[src/rtl/mau_pkg.sv]
// -----------------------------------------------------------------------------
// mau_pkg
// Shared definitions for the memory address unit:
//   - state_e      : burst controller states (IDLE, BURST, DONE)
//   - MAU_ADDR_W   : default address bus width
//   - MAU_LEN_W    : default burst-length field width (beats = burst_len + 1)
//   - MAU_STRIDE   : default address increment per accepted beat
// -----------------------------------------------------------------------------
package mau_pkg;

   localparam int MAU_ADDR_W = 16;
   localparam int MAU_LEN_W  = 4;
   localparam int MAU_STRIDE = 1;

   typedef enum logic [1:0] {
      IDLE  = 2'd0,
      BURST = 2'd1,
      DONE  = 2'd2
   } state_e;

endpackage : mau_pkg

[src/rtl/mau_if.sv]
// -----------------------------------------------------------------------------
// mau_if
// Memory request channel between the address unit and the memory.
//   mem_addr  : beat address (driven by master)
//   mem_valid : mem_addr carries a valid beat request (driven by master)
//   mem_ready : memory accepts the current beat (driven by slave)
// A beat transfers on a rising edge where mem_valid and mem_ready are both 1.
// -----------------------------------------------------------------------------
interface mau_if #(
   parameter int ADDR_W = 16
) ();

   logic [ADDR_W-1:0] mem_addr;
   logic              mem_valid;
   logic              mem_ready;

   modport master (
      output mem_addr,
      output mem_valid,
      input  mem_ready
   );

   modport slave (
      input  mem_addr,
      input  mem_valid,
      output mem_ready
   );

endinterface : mau_if

[src/rtl/mau_addr_next.sv]
// -----------------------------------------------------------------------------
// mau_addr_next
// Combinational next-beat address generator.
//   addr_i      : current beat address
//   wrap_en_i   : 1 = wrapping burst, 0 = linear burst
//   wrap_mask_i : low-order ones selecting the wrap window
//   addr_o      : address of the following beat
// Linear mode adds STRIDE modulo 2^ADDR_W. Wrap mode adds STRIDE only inside
// the window selected by wrap_mask_i; bits outside the window never change.
// -----------------------------------------------------------------------------
module mau_addr_next
   import mau_pkg::*;
#(
   parameter int ADDR_W = MAU_ADDR_W,
   parameter int STRIDE = MAU_STRIDE
) (
   input  logic [ADDR_W-1:0] addr_i,
   input  logic              wrap_en_i,
   input  logic [ADDR_W-1:0] wrap_mask_i,
   output logic [ADDR_W-1:0] addr_o
);

   logic [ADDR_W-1:0] addr_inc;

   // Carry out of the top bit is dropped, giving silent wrap at the top of
   // the address space.
   assign addr_inc = addr_i + ADDR_W'(STRIDE);

   always_comb begin
      if (wrap_en_i) begin
         addr_o = (addr_i & ~wrap_mask_i) | (addr_inc & wrap_mask_i);
      end else begin
         addr_o = addr_inc;
      end
   end

endmodule : mau_addr_next

[src/rtl/memory_address_unit.sv]
// -----------------------------------------------------------------------------
// memory_address_unit
// Burst address generator. A start in IDLE latches the burst description and
// issues burst_len+1 beat requests on the mem channel, advancing the address
// (linear or wrapping) after every accepted beat, then pulses done.
//
// Ports:
//   clk        : single clock, rising edge
//   reset      : asynchronous active-low reset
//   start      : request a new burst (sampled only in IDLE)
//   start_addr : first beat address        (latched with start)
//   burst_len  : beats minus one            (latched with start)
//   wrap_en    : wrapping burst select      (latched with start)
//   wrap_mask  : wrap window, low-order 1s  (latched with start)
//   abort      : terminate an active burst (no done pulse)
//   mem        : request channel (mem_addr/mem_valid out, mem_ready in)
//   busy       : high in every state except IDLE
//   done       : one-cycle pulse after the final beat is accepted
//   beat_cnt   : beats accepted so far in the current burst; it holds at
//                burst_len once the final beat is accepted
// All outputs come straight from flops.
// -----------------------------------------------------------------------------
module memory_address_unit
   import mau_pkg::*;
#(
   parameter int ADDR_W = MAU_ADDR_W,
   parameter int LEN_W  = MAU_LEN_W,
   parameter int STRIDE = MAU_STRIDE
) (
   input  logic              clk,
   input  logic              reset,
   input  logic              start,
   input  logic [ADDR_W-1:0] start_addr,
   input  logic [LEN_W-1:0]  burst_len,
   input  logic              wrap_en,
   input  logic [ADDR_W-1:0] wrap_mask,
   input  logic              abort,
   mau_if.master             mem,
   output logic              busy,
   output logic              done,
   output logic [LEN_W-1:0]  beat_cnt
);

   // ---------------------------------------------------------------------
   // State and output registers
   // ---------------------------------------------------------------------
   state_e            state_q,     state_d;
   logic [ADDR_W-1:0] addr_q,      addr_d;
   logic              valid_q,     valid_d;
   logic [LEN_W-1:0]  cnt_q,       cnt_d;
   logic              busy_q,      busy_d;
   logic              done_q,      done_d;

   // Burst description captured at start
   logic [LEN_W-1:0]  len_q,       len_d;
   logic              wrap_en_q,   wrap_en_d;
   logic [ADDR_W-1:0] wrap_mask_q, wrap_mask_d;

   logic [ADDR_W-1:0] addr_next;
   logic              beat_accept;
   logic              last_beat;

   mau_addr_next #(
      .ADDR_W (ADDR_W),
      .STRIDE (STRIDE)
   ) u_addr_next (
      .addr_i      (addr_q),
      .wrap_en_i   (wrap_en_q),
      .wrap_mask_i (wrap_mask_q),
      .addr_o      (addr_next)
   );

   assign beat_accept = valid_q & mem.mem_ready;
   // cnt_q indexes the beat currently on the bus, so the last beat is the
   // one whose index equals the latched length.
   assign last_beat   = (cnt_q == len_q);

   // ---------------------------------------------------------------------
   // Next-state and output logic
   // ---------------------------------------------------------------------
   always_comb begin
      // NOTE: every variable gets a hold/default value before the case so
      // no path leaves one unassigned, which would infer a latch.
      state_d     = state_q;
      addr_d      = addr_q;
      valid_d     = valid_q;
      cnt_d       = cnt_q;
      len_d       = len_q;
      wrap_en_d   = wrap_en_q;
      wrap_mask_d = wrap_mask_q;

      unique case (state_q)
         IDLE: begin
            // abort has no effect here; mem_addr and beat_cnt hold.
            if (start) begin
               len_d       = burst_len;
               wrap_en_d   = wrap_en;
               wrap_mask_d = wrap_mask;
               addr_d      = start_addr;
               cnt_d       = '0;
               valid_d     = 1'b1;
               state_d     = BURST;
            end
         end

         BURST: begin
            if (beat_accept) begin
               if (last_beat) begin
                  // Address keeps the last beat; counter stays at burst_len.
                  valid_d = 1'b0;
                  state_d = DONE;
               end else begin
                  // valid stays high, so back-to-back beats have no bubble.
                  addr_d = addr_next;
                  cnt_d  = cnt_q + LEN_W'(1);
               end
            end
            // An accepted beat above still counts, but abort overrides the
            // state change and suppresses the done pulse.
            if (abort) begin
               valid_d = 1'b0;
               state_d = IDLE;
            end
         end

         DONE: begin
            // One-cycle state; start and abort are ignored.
            state_d = IDLE;
         end

         default: begin
            valid_d = 1'b0;
            state_d = IDLE;
         end
      endcase
   end

   // busy and done are registered copies of the decoded next state so the
   // outputs need no logic after the flops.
   assign busy_d = (state_d != IDLE);
   assign done_d = (state_d == DONE);

   // ---------------------------------------------------------------------
   // Registers
   // ---------------------------------------------------------------------
   // NOTE: non-blocking assignments keep every flop sampling the pre-edge
   // values, independent of statement order.
   always_ff @(posedge clk or negedge reset) begin
      if (!reset) begin
         state_q     <= IDLE;
         addr_q      <= '0;
         valid_q     <= 1'b0;
         cnt_q       <= '0;
         busy_q      <= 1'b0;
         done_q      <= 1'b0;
         len_q       <= '0;
         wrap_en_q   <= 1'b0;
         wrap_mask_q <= '0;
      end else begin
         state_q     <= state_d;
         addr_q      <= addr_d;
         valid_q     <= valid_d;
         cnt_q       <= cnt_d;
         busy_q      <= busy_d;
         done_q      <= done_d;
         len_q       <= len_d;
         wrap_en_q   <= wrap_en_d;
         wrap_mask_q <= wrap_mask_d;
      end
   end

   // ---------------------------------------------------------------------
   // Outputs
   // ---------------------------------------------------------------------
   assign mem.mem_addr  = addr_q;
   assign mem.mem_valid = valid_q;
   assign busy          = busy_q;
   assign done          = done_q;
   assign beat_cnt      = cnt_q;

endmodule : memory_address_unit

[src/flat_wrapper.sv]
// flat-port wrapper written by rule: the top's interface ports become plain ports
module memory_address_unit_flat import mau_pkg::*;
#(
   parameter int ADDR_W = MAU_ADDR_W,
   parameter int LEN_W  = MAU_LEN_W,
   parameter int STRIDE = MAU_STRIDE
)
  (clk, reset, start, start_addr, burst_len, wrap_en, wrap_mask, abort, busy, done, beat_cnt, mem_mem_addr, mem_mem_valid, mem_mem_ready);
  mau_if #(.ADDR_W(ADDR_W)) mem_i ();
  input  logic clk;
  input  logic reset;
  input  logic start;
  input  logic [ADDR_W-1:0] start_addr;
  input  logic [LEN_W-1:0] burst_len;
  input  logic wrap_en;
  input  logic [ADDR_W-1:0] wrap_mask;
  input  logic abort;
  output logic busy;
  output logic done;
  output logic [LEN_W-1:0] beat_cnt;
  output wire logic [$bits(mem_i.mem_addr)-1:0] mem_mem_addr;
  output wire logic [$bits(mem_i.mem_valid)-1:0] mem_mem_valid;
  input wire logic [$bits(mem_i.mem_ready)-1:0] mem_mem_ready;
  assign mem_mem_addr = mem_i.mem_addr;
  assign mem_mem_valid = mem_i.mem_valid;
  assign mem_i.mem_ready = mem_mem_ready;
  memory_address_unit #(.ADDR_W(ADDR_W), .LEN_W(LEN_W), .STRIDE(STRIDE)) u_core (.clk(clk), .reset(reset), .start(start), .start_addr(start_addr), .burst_len(burst_len), .wrap_en(wrap_en), .wrap_mask(wrap_mask), .abort(abort), .mem(mem_i), .busy(busy), .done(done), .beat_cnt(beat_cnt));
endmodule
[config.mk]
export PLATFORM = sky130hd
export DESIGN_NAME = memory_address_unit_flat
export DESIGN_NICKNAME = d
export VERILOG_FILES = /design/src/rtl/mau_pkg.sv /design/src/rtl/mau_if.sv /design/src/rtl/mau_addr_next.sv /design/src/rtl/memory_address_unit.sv /design/src/flat_wrapper.sv
export SDC_FILE = /design/constraint.sdc
export NUM_CORES = 1
export LEC_CHECK = 0
export ABC_CLOCK_PERIOD_IN_PS = 3200
export CAP_MARGIN = 25
export CELL_PAD_IN_SITES_DETAIL_PLACEMENT = 1
export CELL_PAD_IN_SITES_GLOBAL_PLACEMENT = 2
export CORE_MARGIN = 10
export CORE_UTILIZATION = 30
export DETAILED_ROUTE_END_ITERATION = 16
export PLACE_DENSITY_LB_ADDON = 0.2
export SYNTH_ARGS = -nofsm -noshare
export SYNTH_HDL_FRONTEND = slang
export SYNTH_SLANG_ARGS = --single-unit
[constraint.sdc]
create_clock -name clk -period 3.2 [get_ports clk]
set_input_delay 0.96 -clock clk [delete_from_list [all_inputs] [get_ports clk]]
set_output_delay 0.96 -clock clk [all_outputs]
set_load 0.02 [all_outputs]
Word level (Yosys, flattened, before mapping)
Cells that the tools add are included.
{"block": "word_totals", "in_bits": 42, "elab_cells": 51, "out_inout_bits": 23, "register_bits": 46}
{"block": "op_classes", "reduce_logical": 6, "muxes": 19, "n_bitwise": 6, "addsub": 2, "n_eq_ne": 9}
{"cell": "16-bit 2-to-1 mux", "count": 4}
{"cell": "16-bit AND", "count": 2}
{"cell": "16-bit case mux with 2 select lines", "count": 1}
{"cell": "16-bit by 1-bit adder with 16-bit output (second input constant)", "count": 1}
{"cell": "16-bit inverter", "count": 1}
{"cell": "16-bit bitwise OR", "count": 1}
{"cell": "4-bit 2-to-1 mux", "count": 3}
{"cell": "2-bit 2-to-1 mux", "count": 4}
{"cell": "4-bit case mux with 2 select lines", "count": 1}
{"cell": "4-bit AND reduction", "count": 2}
{"cell": "3-bit by 2-bit inequality test with 1-bit output (second input constant)", "count": 2}
{"cell": "4-bit by 1-bit adder with 4-bit output (second input constant)", "count": 1}
{"cell": "2-bit equality test (second input constant)", "count": 2}
{"cell": "4-bit equality test", "count": 1}
{"cell": "1-bit 2-to-1 mux", "count": 4}
{"cell": "2-bit inequality test (second input constant)", "count": 2}
{"cell": "2-bit case mux with 2 select lines", "count": 1}
{"cell": "2-bit nonzero test", "count": 2}
{"cell": "1-bit case mux with 3 select lines", "count": 1}
{"cell": "2-bit by 1-bit equality test with 1-bit output (second input constant)", "count": 1}
{"cell": "2-bit logical NOT", "count": 1}
{"cell": "2-bit by 1-bit inequality test with 1-bit output (second input constant)", "count": 1}
{"cell": "2-bit AND reduction", "count": 1}
{"cell": "1-bit AND", "count": 1}
{"cell": "1-bit inverter", "count": 1}

Logic depth before layout (Yosys ltp)
{"block": "logic_depth", "word_depth": 7, "depth_mapped": 6, "depth_no_buf": 5}

By module
A second synthesis with hierarchy kept.
{"block": "unflattened", "cells_unflattened": 259, "area_unflattened_um2": 2399.8}
{"mod": "memory_address_unit", "cells_each": 203, "instances": 1, "area_per_inst_um2": 1989.4}
{"mod": "mau_addr_next", "cells_each": 56, "instances": 1, "area_per_inst_um2": 410.4}

Worst setup path after synthesis
OpenSTA, ideal clock, no wires.
{"block": "synth_path", "path_kind": "input to register", "start": "input mem_mem_ready", "end": "register (tool-made name)", "cell_stages": 5, "path_buffers": 1, "path_slack_ps": 1084, "t_required_ps": 3118, "arrival_ps": 2035, "setup_ps": 82, "cell_sequence": "and4b_1 -> o41ai_1 -> buf_2 -> or4_1 -> a31oi_1"}
{"item": "from (decl)", "line_no": "flat_wrapper.sv:23", "source": "input wire logic [$bits(mem_i.mem_ready)-1:0] mem_mem_ready;"}

==> results.json <==
{
  "status": "finished, final reports clean",
  "cts_resized": 0,
  "cts_setup_buffers": 0,
  "ff2ff_setup_slack_ns": 0.89,
  "slew_headroom_pct": 34.2,
  "clock_power_share_pct": 15.5,
  "clkLatencyLatePin_ns": 0.30,
  "crit_chain": "clkdlybuf4s50_1, and4b_1, o41ai_2, buf_4, or3_1, o311a_1",
  "setup_viol": 0,
  "min_to": "u_core.wrap_mask_q[4]",
  "core_mm2": 0.00809,
  "cp-start-kind": "input port",
  "fin_util_pct": 40.8,
  "antennaDiodeCount": 0,
  "grt_pass1_wl_mm": 13.0,
  "post-route-period-util_pct": 77.3,
  "timing.hold.ws_ns": 0.478,
  "cts_sinks": 46,
  "ir_drop_uv": 175,
  "required_ns": 3.39,
  "yosysSeqAreaShare_pct": 46.7,
  "routed_wl_mm": 7.95,
  "avgSynthCellArea_um2": 8.62,
  "fillers": 985,
  "start_util_pct": 30.5,
  "cts_inserted_buffers": 5,
  "ant_nets": 0,
  "crit_family": "buffers and inverters",
  "finalCriticalPeriod_ns": 2.47,
  "yosys_warnings": 0,
  "fin_nets": 390,
  "synthToLayoutAreaGrowth_pct": 34.0,
  "grt_pass1_vias": 2439,
  "critPathKind": "input port to flop",
  "r2r-start": "u_core.beat_cnt[2]",
  "cp_num_buf_inv": 2,
  "syn_inst": 286,
  "htreeDepth": 2,
  "drt_iter0_markers": 76,
  "final_cell_mix": "76 x nand2_1, 63 x clkdlybuf4s50_1, 46 x dfrtp_1",
  "clk_pin_slew_ns": 0.08,
  "portBuffers": 64,
  "slew_viol_final": 0,
  "firstDrtPassIters": 4,
  "tightest_slew_ns": 0.976,
  "clk_path_buf_depth": 2,
  "clock-skew-final_ns": 0.00608,
  "final_common_cell": "nand2_1",
  "vias": 2340,
  "rsz0062_at_grt": "no",
  "synth_cell_type_count": 54,
  "cp_slowest_cell": "clkdlybuf4s50_1",
  "power_density_mw_per_mm2": 676,
  "cap_violations": 0,
  "avgRoutedWirePerCell_um": 17.6,
  "antenna_found_initial": 0,
  "hold_viol_final": 0,
  "vias_per_cell": 5.19,
  "p_sw_uw": 918,
  "grt_max_degree": 45,
  "synth.top_cells.by_area": "dfrtp_1 47%, nand2_1 12%, nor2_1 2.9%, o21ai_0 2.8%, nand3_1 1.8%",
  "ios": 65,
  "yosysTopAreaCell": "dfrtp_1",
  "hold_depth": 2,
  "hpwl_mm": 5.86,
  "p_leak_uw": 0.00140,
  "synthArstFlopShare_pct": 100,
  "syn_area_mm2": 0.00247,
  "final_cells": 451,
  "final_layout_size_suffix_gt1_share_pct": 4.05,
  "cts_tree": "built",
  "cp_max_fo": 12,
  "synth_fp_nets": 330,
  "combinationalPowerShare_pct": 41.8,
  "fp.dieH_um": 111,
  "drcViolationCount": 0,
  "num_rows": 33,
  "cts_hold_buf": 0,
  "worstHoldPathType": "flop to flop",
  "cts-root-buf": "clkbuf_8",
  "r2r_cells": 5,
  "dp_cells": 444,
  "critical_path_arrival_ns": 2.66,
  "slowest_delay_ns": 0.49,
  "synth-edff-count": 0,
  "dieWidth_um": 111,
  "intPower_uw": 1320,
  "min_from": "u_core.wrap_mask_q[4]",
  "gp_congestion": 0.781,
  "dieArea_mm2": 0.0122,
  "synth_ff_type": "dfrtp_1",
  "seqPwrFrac_pct": 42.7,
  "grtUsageTotal_pct": 12.7,
  "max_freq_mhz": 404,
  "overflow": 0,
  "fin_setup_tns_ns": 0,
  "ys_ff_latch": 46,
  "swShare_pct": 41.1,
  "end_kind": "flop",
  "synth_top_area_share_pct": 46.7
}
[Yosys cell counts, types with 2 or more instances]
cell,count
and3_1,2
nand3_1,9
clkbuf_2,2
buf_2,4
or2_1,2
or4_1,5
a22oi_1,2
or3_1,2
mux2i_1,3
nor3b_1,2
a211oi_1,6
o31ai_1,3
o21ai_0,14
nor2_1,19
a311oi_1,2
and2_1,2
nand4_1,7
nor4_1,7
nor2b_1,3
o41ai_1,2
inv_1,3
nand2_1,76
nor3_1,5
clkbuf_1,8
dfrtp_1,46
ha_1,2
o21a_1,2
nand2b_1,6
a21oi_1,6
a31oi_1,6
and4_1,2
xor2_1,4
[worst max path at each step]
stage	from	end	slack, ns	cells past startpoint
6_report	mem_mem_ready	flop	0.73	6
2_1_floorplan	mem_mem_ready	flop	1.08	5
4_1_cts	mem_mem_ready	flop	0.73	6
3_5_place_dp	mem_mem_ready	flop	0.42	6
5_1_grt	mem_mem_ready	flop	0.63	6
3_3_place_gp	mem_mem_ready	flop	0.47	6
[power groups by stage]
| stage | clock [µW] | sequential, µW | combinational (µW) |
|---|---|---|---|
| floorplan | 0 | 1010 | 461 |
| global placement | 0 | 964 | 931 |
| detailed placement | 0 | 970 | 949 |
| CTS | 364 | 957 | 953 |
| global route | 392 | 994 | 1030 |
| finish | 347 | 954 | 934 |
[routing by layer]
metal	vias up	global-route usage, %	wire length, µm
met5	-	0	0
met4	0	2.43	78
met3	7	2.65	276
met2	47	21.7	3890
met1	1143	16.0	3700
li1	1143	-	-
[worst reg2reg max path, cell delays in order, from the launching register on]
cell,delay (ns)
dfrtp_1,0.44
xor2_1,0.22
o41ai_2,0.91
buf_4,0.30
nor2_1,0.06
o311a_1,0.27
[metrics by stage]
| stage | power (µW) | setup WS (ns) | cell area (µm²) |
|---|---|---|---|
| 2_1_floorplan | 1470 | 1.08 | 2470 |
| 3_5_place_dp | 1920 | 0.424 | 3230 |
| 6_report | 2240 | 0.726 | 3310 |
| 3_3_place_gp | 1900 | 0.469 | 3230 |
| 4_1_cts | 2270 | 0.729 | 3310 |
| 5_1_grt | 2420 | 0.634 | 3310 |
[cell families (layout without fill, tap and decap cells)]
family                     after synthesis  after routing  synth area share (%)
and+or+nand+nor                        153            153                  29.7
adders and majority gates                2              2                  1.01
DFF                                     46             46                  46.7
AOI/OAI and AO/OA                       58             58                  16.3
buffers and inverters                   19             79                  3.35
xor gates and xnor gates                 5              5                  1.78
muxes                                    3              3                  1.22
[area by class of cell]
type	count	area (µm²)	area share (%)
multi-input cells	221	1250	37.7
inverters	3	11.3	0.341
repair buffers	69	686	20.7
clock inverters	1	7.51	0.227
clock buffers	6	72.6	2.20
flip-flops and latches	46	1150	34.8
well taps	105	131	3.97
(Power assumes the default switching activity.)
